$ cat config.mk
export PLATFORM = sky130hd
export DESIGN_NAME = mcif_req_mux4
export DESIGN_NICKNAME = d
export VERILOG_FILES = /design/src/rtl/mcif_req_mux4.sv
export SDC_FILE = /design/constraint.sdc
export NUM_CORES = 1
export LEC_CHECK = 0
export BUFFER_PORTS_ARGS = -buffer_cell sky130_fd_sc_hd__buf_2
export CORE_MARGIN = 3
export CORE_UTILIZATION = 50
export CTS_BUF_LIST = sky130_fd_sc_hd__clkbuf_8
export CTS_CLUSTER_DIAMETER = 200
export DETAILED_ROUTE_END_ITERATION = 7
export MAX_ROUTING_LAYER = met4
export PLACE_DENSITY = 0.88
export RECOVER_POWER = 50
export SYNTH_ARGS = -nofsm -noshare
export SYNTH_HDL_FRONTEND = slang
export SYNTH_SLANG_ARGS = --single-unit
$ cat constraint.sdc
create_clock -name clk -period 5.55 [get_ports clk]
set_input_delay 0.8325 -clock clk [delete_from_list [all_inputs] [get_ports clk]]
set_output_delay 0.8325 -clock clk [all_outputs]
set_load 0.02 [all_outputs]
$ cat src/rtl/mcif_req_mux4.sv
// Request front-end for the 4-port round-robin arbiter: builds arb_req, loads the
// granted client command into a 1-entry output register, and tracks read owners in order.
module mcif_req_mux4 #(
  parameter int AW       = 32,
  parameter int LW       = 8,
  parameter int ID_DEPTH = 8
) (
  input  logic            clk,
  input  logic            rst,
  input  logic [3:0]      cli_req_valid,
  output logic [3:0]      cli_req_ready,
  input  logic [4*AW-1:0] cli_req_addr,
  input  logic [4*LW-1:0] cli_req_len,
  input  logic [3:0]      cli_req_wr,
  output logic [3:0]      arb_req,
  input  logic [3:0]      arb_gnt,
  output logic            gnt_valid,
  output logic            gnt_ready,
  output logic            mem_cmd_valid,
  input  logic            mem_cmd_ready,
  output logic [AW-1:0]   mem_cmd_addr,
  output logic [LW-1:0]   mem_cmd_len,
  output logic            mem_cmd_wr,
  output logic [1:0]      mem_cmd_id,
  input  logic            mem_rd_valid,
  input  logic            mem_rd_last,
  output logic [1:0]      rd_owner,
  output logic            rd_owner_valid,
  output logic            err
);
  localparam int PW = $clog2(ID_DEPTH);
  localparam int CW = PW + 1;

  logic [CW-1:0] count;
  logic [PW-1:0] wptr, rptr;
  logic [1:0]    id_mem [ID_DEPTH];

  logic       pop, push, room, slot, ld, multi;
  logic [1:0] g;
  logic [3:0] gnt_lo;

  assign rd_owner_valid = (count != '0);
  assign rd_owner       = rd_owner_valid ? id_mem[rptr] : 2'd0;

  assign pop  = mem_rd_valid & mem_rd_last & rd_owner_valid;
  assign room = (count < CW'(ID_DEPTH)) | pop;
  assign slot = ~mem_cmd_valid | mem_cmd_ready;

  // Illegal multi-hot grants collapse onto the lowest set index.
  assign gnt_lo = arb_gnt & (~arb_gnt + 4'd1);
  assign multi  = |(arb_gnt & (arb_gnt - 4'd1));

  always_comb begin
    g = 2'd0;
    for (int i = 3; i >= 0; i--)
      if (arb_gnt[i]) g = 2'(i);
  end

  assign gnt_valid = |arb_gnt;
  assign ld        = gnt_valid & slot;
  assign gnt_ready = ld;
  assign push      = ld & ~cli_req_wr[g];

  for (genvar i = 0; i < 4; i++) begin : g_cli
    // Writes bypass the owner FIFO, so only reads are held back when it is full.
    assign arb_req[i]       = cli_req_valid[i] & (cli_req_wr[i] | room);
    assign cli_req_ready[i] = gnt_lo[i] & slot;
  end

  always_ff @(posedge clk or posedge rst) begin
    if (rst) begin
      mem_cmd_valid <= 1'b0;
      mem_cmd_addr  <= '0;
      mem_cmd_len   <= '0;
      mem_cmd_wr    <= 1'b0;
      mem_cmd_id    <= 2'd0;
    end else if (ld) begin
      mem_cmd_valid <= 1'b1;
      mem_cmd_addr  <= cli_req_addr[g*AW +: AW];
      mem_cmd_len   <= cli_req_len[g*LW +: LW];
      mem_cmd_wr    <= cli_req_wr[g];
      mem_cmd_id    <= g;
    end else if (mem_cmd_ready) begin
      mem_cmd_valid <= 1'b0;
    end
  end

  always_ff @(posedge clk or posedge rst) begin
    if (rst) begin
      count <= '0;
      wptr  <= '0;
      rptr  <= '0;
      for (int i = 0; i < ID_DEPTH; i++) id_mem[i] <= 2'd0;
    end else begin
      if (push) begin
        id_mem[wptr] <= g;
        wptr         <= wptr + 1'b1;
      end
      if (pop) rptr <= rptr + 1'b1;
      count <= count + CW'(push) - CW'(pop);
    end
  end

  always_ff @(posedge clk or posedge rst) begin
    if (rst) err <= 1'b0;
    else     err <= err | multi | (mem_rd_valid & ~rd_owner_valid);
  end
endmodule

==> results of run 1 <==
-- metal layers --
layer	vias to the layer above	GRT usage [%]	share of wire (%)
met5	-	-	0
met4	0	6.30	1.5
met3	23	6.02	7.4
met2	203	45.1	51
met1	2118	32.8	40
li1	2040	-	-
-- sequential cells by signal, summed over array words and instances (netlist names) --
register	cells
mem_cmd_addr	32
id_mem	16
mem_cmd_len	8
count	4
rptr	3
wptr	3
mem_cmd_id	2
err	1
mem_cmd_valid	1
mem_cmd_wr	1
-- logic make-up (layout without fill, tap and decap cells) --
logic type      Yosys count  count (layout)  synth area share, %
mux                      58              58                 15.0
xor+xnor                  6               6                 1.22
compound gates          117             117                 18.9
flops                    71              71                 41.4
fa+ha+maj                 9               9                 2.74
buf+inv                  49             265                 5.33
simple gates            127             127                 15.4
-- placed cells by master (no fill, tap or decap), types with 7 or more instances in the layout --
cell / instances
nor2_1: 10
and3_1: 41
clkbuf_8: 9
clkbuf_1: 28
nand2_1: 51
o211ai_1: 40
ha_1: 7
inv_1: 15
mux2_1: 11
a31oi_1: 40
mux2i_1: 42
buf_2: 206
a21oi_1: 8
o21ai_0: 9
dfrtp_1: 71
-- metrics by stage --
| step | hold slack [ps] | setup slack (ps) | total power, mW | util [%] |
|---|---|---|---|---|
| global route | 499 | 1660 | 1.88 | 67.6 |
| finish | 484 | 1860 | 1.76 | 67.6 |
| floorplan | 452 | 2920 | 1.20 | - |
| CTS | 482 | 1870 | 1.77 | 68.0 |
| detailed placement | 465 | 1870 | 1.43 | 66.1 |
| global placement | 466 | 1950 | 1.39 | 66.1 |
-- worst paths after layout --
check	to	slack, ps	from
max	gnt_ready	1860	mem_cmd_ready
min	err	480	err
max reg2reg	count[2]	2650	mem_cmd_valid
min reg2reg	err	480	err
max in group asynchronous	wptr[2]	4230	rst
min in group asynchronous	mem_cmd_len[2]	770	rst
-- power groups by stage --
stage | Combinational [mW] | Sequential, mW | Clock [mW]
finish | 0.643 | 0.777 | 0.337
global route | 0.711 | 0.795 | 0.370
CTS | 0.657 | 0.772 | 0.343
detailed placement | 0.653 | 0.781 | 0
global placement | 0.626 | 0.767 | 0
floorplan | 0.421 | 0.778 | 0
-- cell type report --
type / count / area (um^2)
inverters: 13 / 48.8
flip-flops and latches: 71 / 1780
clock inverters: 6 / 31.3
well taps: 105 / 131
repair buffers: 237 / 1160
fillers: 692 / 2680
clock buffers: 9 / 124
multi-input cells: 317 / 2310
-- worst min-delay path: stages (launching register included) --
cell and delay (ps):
dfrtp_1 350, a21oi_1 40, o21ai_0 60
==> run metrics, run 1 <==
outcome completed; pin count of the biggest net entering global routing 72; Post-synth EDFFs 0; Critical Path RT between 4000 and 5000 ps; Max VDD drop 188 uV; Fin. Hold Viols 0; Main synth FF type dfrtp_1; Crit Path Max Fanout 50; number of global-route vias before repair 4,295; CTS Root Cell clkbuf_8; fin crit period between 3000 and 4000 ps; DIE AREA just under 10,000 um^2; Yosys warning total 0; Post-Synthesis Cells between 400 and 500; Largest stage delay, worst path 720 ps; GRT Total Usage between 20% and 30%; crit path kind input port to output port; GPL Wtd Cong 0.869; R2R depth 10; placed cell area 5460 um^2; DP Wirelength a little under 10,000 um; Mapped Nets between 600 and 700; Clock Skew around 11 ps; crit path cell chain buf_2, nand2b_2, nand2_2, inv_1, buf_2; Yosys cell types 45; Worst-Skew Late Latency about 340 ps; Synth top area share about 41%; leak pwr approximately 2.9 nW; Hold Path Depth 2; Synth Cell Area 4290 um^2; CP bufs+invs 3; initial antenna violation count 0; H-tree lvl count 3; cts bufs inserted 9; # Max-Cap Violations 0; share of cells above drive strength 1 ~37%; final worst-path cycle share 66.5%; Final #Nets between 800 and 900; n_diodes 0; via count between 4,000 and 5,000; Slew @ Worst Pin roughly 1200 ps; core footprint 8260 um^2; I/O Pins around 240; post-synthesis sequential area ratio between 40% and 50%; DR WL/cell 17.3 um; Final ANT Viol Nets 0; top post-synthesis cells by count 71 x dfrtp_1, 51 x nand2_1, 42 x mux2i_1; Worst-path clk slew about 70 ps; async set-reset flop share out of synthesis 100%; hold buffers post-CTS 0; synth top area cells dfrtp_1 41%, mux2i_1 9.8%, o211ai_1 7.0%; post_cts resized 0; Int Power around 1.1 mW; initial DRC count a little under 300; Top delay family on crit path simple AND/OR/NAND/NOR gates; Initial Utilization 52.0%; setup TNS 0 ps; GRT overflow 0; drt drc 0; fin cells between 700 and 800; Slew headroom between 10% and 20%; most area-hungry cell type in the Yosys netlist dfrtp_1; switching pwr around 0.66 mW; Comb pwr share about 37%; die span in y slightly below 100 um; RSZ-0062 raised after global routing no; Crit path depth 5; Seq cells post-synth 71; Crit-path slowest cell nand2b_2; Clock Power Share between 10% and 20%; switching share of total power 37.5%; DR vias/cell roughly 5.8; most frequent cell after synthesis dfrtp_1; CP most frequent cell buf_2; Reg power frac 44.2%; PortBufs 234; 1st-pass router iterations 4; syn_area_per_cell 9.82 um^2; fin area between 5000 and 6000 um^2; first-pass GRT wire length 20,500 um; Pwr per Cell Area about 310 nW/um^2; Crit. End Element output port; Hold Path Class flip-flop to flip-flop; arrival time at the worst endpoint 2860 ps; Cell Rows 33; total routed wirelength 13,100 um; Final setup viols 0; setup bufs post-CTS 0; max-slew violation count 0; Max Buffers Root-to-Sink 2; CTS tree built; CTS sink count 71; Max Fclk ~270 MHz; Area Growth Syn to Fin 30.0%; crit start category input port; die width 98.7 um; dpl cells between 700 and 800
Power figures use the tool's default switching activity.
==> inputs of run 2 (changes only) <==
--- a/config.mk
+++ b/config.mk
@@ -7,12 +7,12 @@
 export LEC_CHECK = 0
 export BUFFER_PORTS_ARGS = -buffer_cell sky130_fd_sc_hd__buf_2
 export CORE_MARGIN = 3
-export CORE_UTILIZATION = 50
+export CORE_UTILIZATION = 42
 export CTS_BUF_LIST = sky130_fd_sc_hd__clkbuf_8
 export CTS_CLUSTER_DIAMETER = 200
 export DETAILED_ROUTE_END_ITERATION = 7
 export MAX_ROUTING_LAYER = met4
-export PLACE_DENSITY = 0.88
+export PLACE_DENSITY = 0.79
 export RECOVER_POWER = 50
 export SYNTH_ARGS = -nofsm -noshare
 export SYNTH_HDL_FRONTEND = slang
==> constraint.sdc (replaced) <==
create_clock -name clk -period 3.3 [get_ports clk]
set_input_delay 0.495 -clock clk [delete_from_list [all_inputs] [get_ports clk]]
set_output_delay 0.495 -clock clk [all_outputs]
set_load 0.02 [all_outputs]
==> run metrics, run 2 (synthesis gave the netlist of run 1 again) <==
routed length on met3 979 um (+0.41%); Hold Path Class input port to flip-flop; biggest regs mem_cmd_addr: 32 flops, id_mem: 16 flops, mem_cmd_len: 8 flops; GRT Total Usage 23.0% (-3.7 points); final worst-path cycle share about four fifths; total power 3.01 mW (+71%); Fin. Hold Viols 0 (unchanged); Critical Path RT 2800 ps (-1920 ps); Max Buffers Root-to-Sink 2 (unchanged); Max Fclk between 300 and 400 MHz; Max VDD drop 214 uV (+14%); DR WL/cell 16.8 um (-2.5%); Slew @ Worst Pin 2500 ps (+1270 ps); Final ANT Viol Nets 0 (unchanged); H-tree lvl count 3 (unchanged); GPL Wtd Cong 0.872 (+0.37%); most common cell after layout, fill and taps aside buf_2; Cell Rows 36 (+9.1%); core footprint 9860 um^2 (+19%); GRT overflow 0 (unchanged); number of global-route vias before repair 4,300 (+0.12%); Slew headroom -66.5% (-85 points); Int Power 1.88 mW (+71%); cts bufs inserted 9 (unchanged); drt drc 0 (unchanged); switching pwr 1.13 mW (+71%); failing checks max-capacitance violations, max-slew violations; met2 routed WL 6940 um (+3.8%); CTS Root Cell clkbuf_8; Area Growth Syn to Fin 32.5%; DP Wirelength 10,000 um (+2.8%); first-pass GRT wire length 20,500 um (-0.23%); fin crit period ~2700 ps; max FFs per register 32 (unchanged); Clock Skew 14.2 ps (+2.89 ps); Final Util 57.6% (-9.9 points); metal1 wirelength 5290 um (+1.0%); initial DRC count 293 (unchanged); total routed wirelength 13,400 um (+2.3%); Final #Nets 842 (+0.96%); Crit Path Max Fanout 6 (-88%); Worst-Skew Late Latency 340 ps (about the same); die span in y 107 um (+8.6%); setup bufs post-CTS 0 (unchanged); pin count of the biggest net entering global routing 49 (-32%); crit path kind flip-flop to output port; slack of the critical path 605 ps (-1250 ps); Pwr per Cell Area 529 nW/um^2 (+68%); DP Worst Slack 336 ps (-1540 ps); Final setup viols 0 (unchanged); leak pwr 2.96 nW (+1.1%); setup TNS 0 ps (unchanged); # Max-Cap Violations 1 (+1); die width 107 um (+8.6%); max-slew violation count 48 (+48); CTS tree built; Worst-path clk slew 80 ps (about the same); RSZ-0062 raised after global routing no; crit start category flip-flop; DR vias/cell 5.46 (-5.5%); share of cells above drive strength 1 37.9% (+0.86 points); I/O Pins 235 (unchanged); n_diodes 0 (unchanged); hold buffers post-CTS 0 (unchanged); Crit. End Element output port; outcome finished with violations; post_cts resized 0 (unchanged); via count 4,344 (-0.91%); arrival time at the worst endpoint 2200 ps (-660 ps); Initial Utilization 43.5% (-8.5 points); switching share of total power 37.5% (about the same); DIE AREA 11,500 um^2 (+18%); top layer in use met4; Reg power frac 43.2% (-1.0 points); PortBufs 234 (unchanged); CTS sink count 71 (unchanged); most frequent cells in the layout 206 x buf_2, 71 x dfrtp_1, 51 x nand2_1; Largest Register mem_cmd_addr; Clock Power Share 20.5% (+1.3 points); Comb pwr share 36.3% (-0.3 points); 1st-pass router iterations 5 (+1); initial antenna violation count 0 (unchanged)
-- run 2: metal layers --
metal	GRT usage, %	vias up
met3	4.27	20
met1	26.5	2051
met4	6.67	0
met5	-	-
met2	40.8	211
li1	-	2062
-- run 2: path summary, 6_finish.rpt --
check | startpoint | end | slack (ps) | cells after the start
hold reg to reg | err | err | 490 | 2
hold / removal | cli_req_addr[46] | mem_cmd_addr[14] | 390 | 3
min in group asynchronous | rst | mem_cmd_addr[2] | 620 | 3
setup reg to reg | mem_cmd_valid | count[2] | 690 | 10
setup / recovery | count[2] | arb_req[1] | 600 | 6
max in group asynchronous | rst | mem_cmd_addr[18] | 760 | 3
-- run 2: critical path, stage by stage, from the launching register on --
cell and delay (ps):
dfrtp_1 370, inv_1 80, ha_1 140, nor3b_1 510, o21ai_0 370, o21a_1 260, buf_2 150
-- run 2: layout make-up --
type,instances,area [um^2]
well taps,133,166
flip-flops and latches,71,1780
inverters,13,48.8
clock inverters,6,36.3
repair buffers,245,1210
clock buffers,10,138
multi-input cells,317,2310
fillers,890,4180
-- run 2: power groups by stage --
stage	clock (mW)	combinational [mW]	sequential, mW
after global routing	0.681	1.21	1.34
after global placement	0	1.07	1.29
final	0.618	1.09	1.30
after CTS	0.636	1.12	1.30
after floorplan	0	0.708	1.31
after detailed placement	0	1.11	1.31
-- run 2: through the flow --
stage	hold WS, ps	instance area (um^2)	std cells
detailed placement	477	5560	779
CTS	214	5730	795
global route	387	5690	795
global placement	463	5560	779
floorplan	452	4290	437
finish	390	5690	795
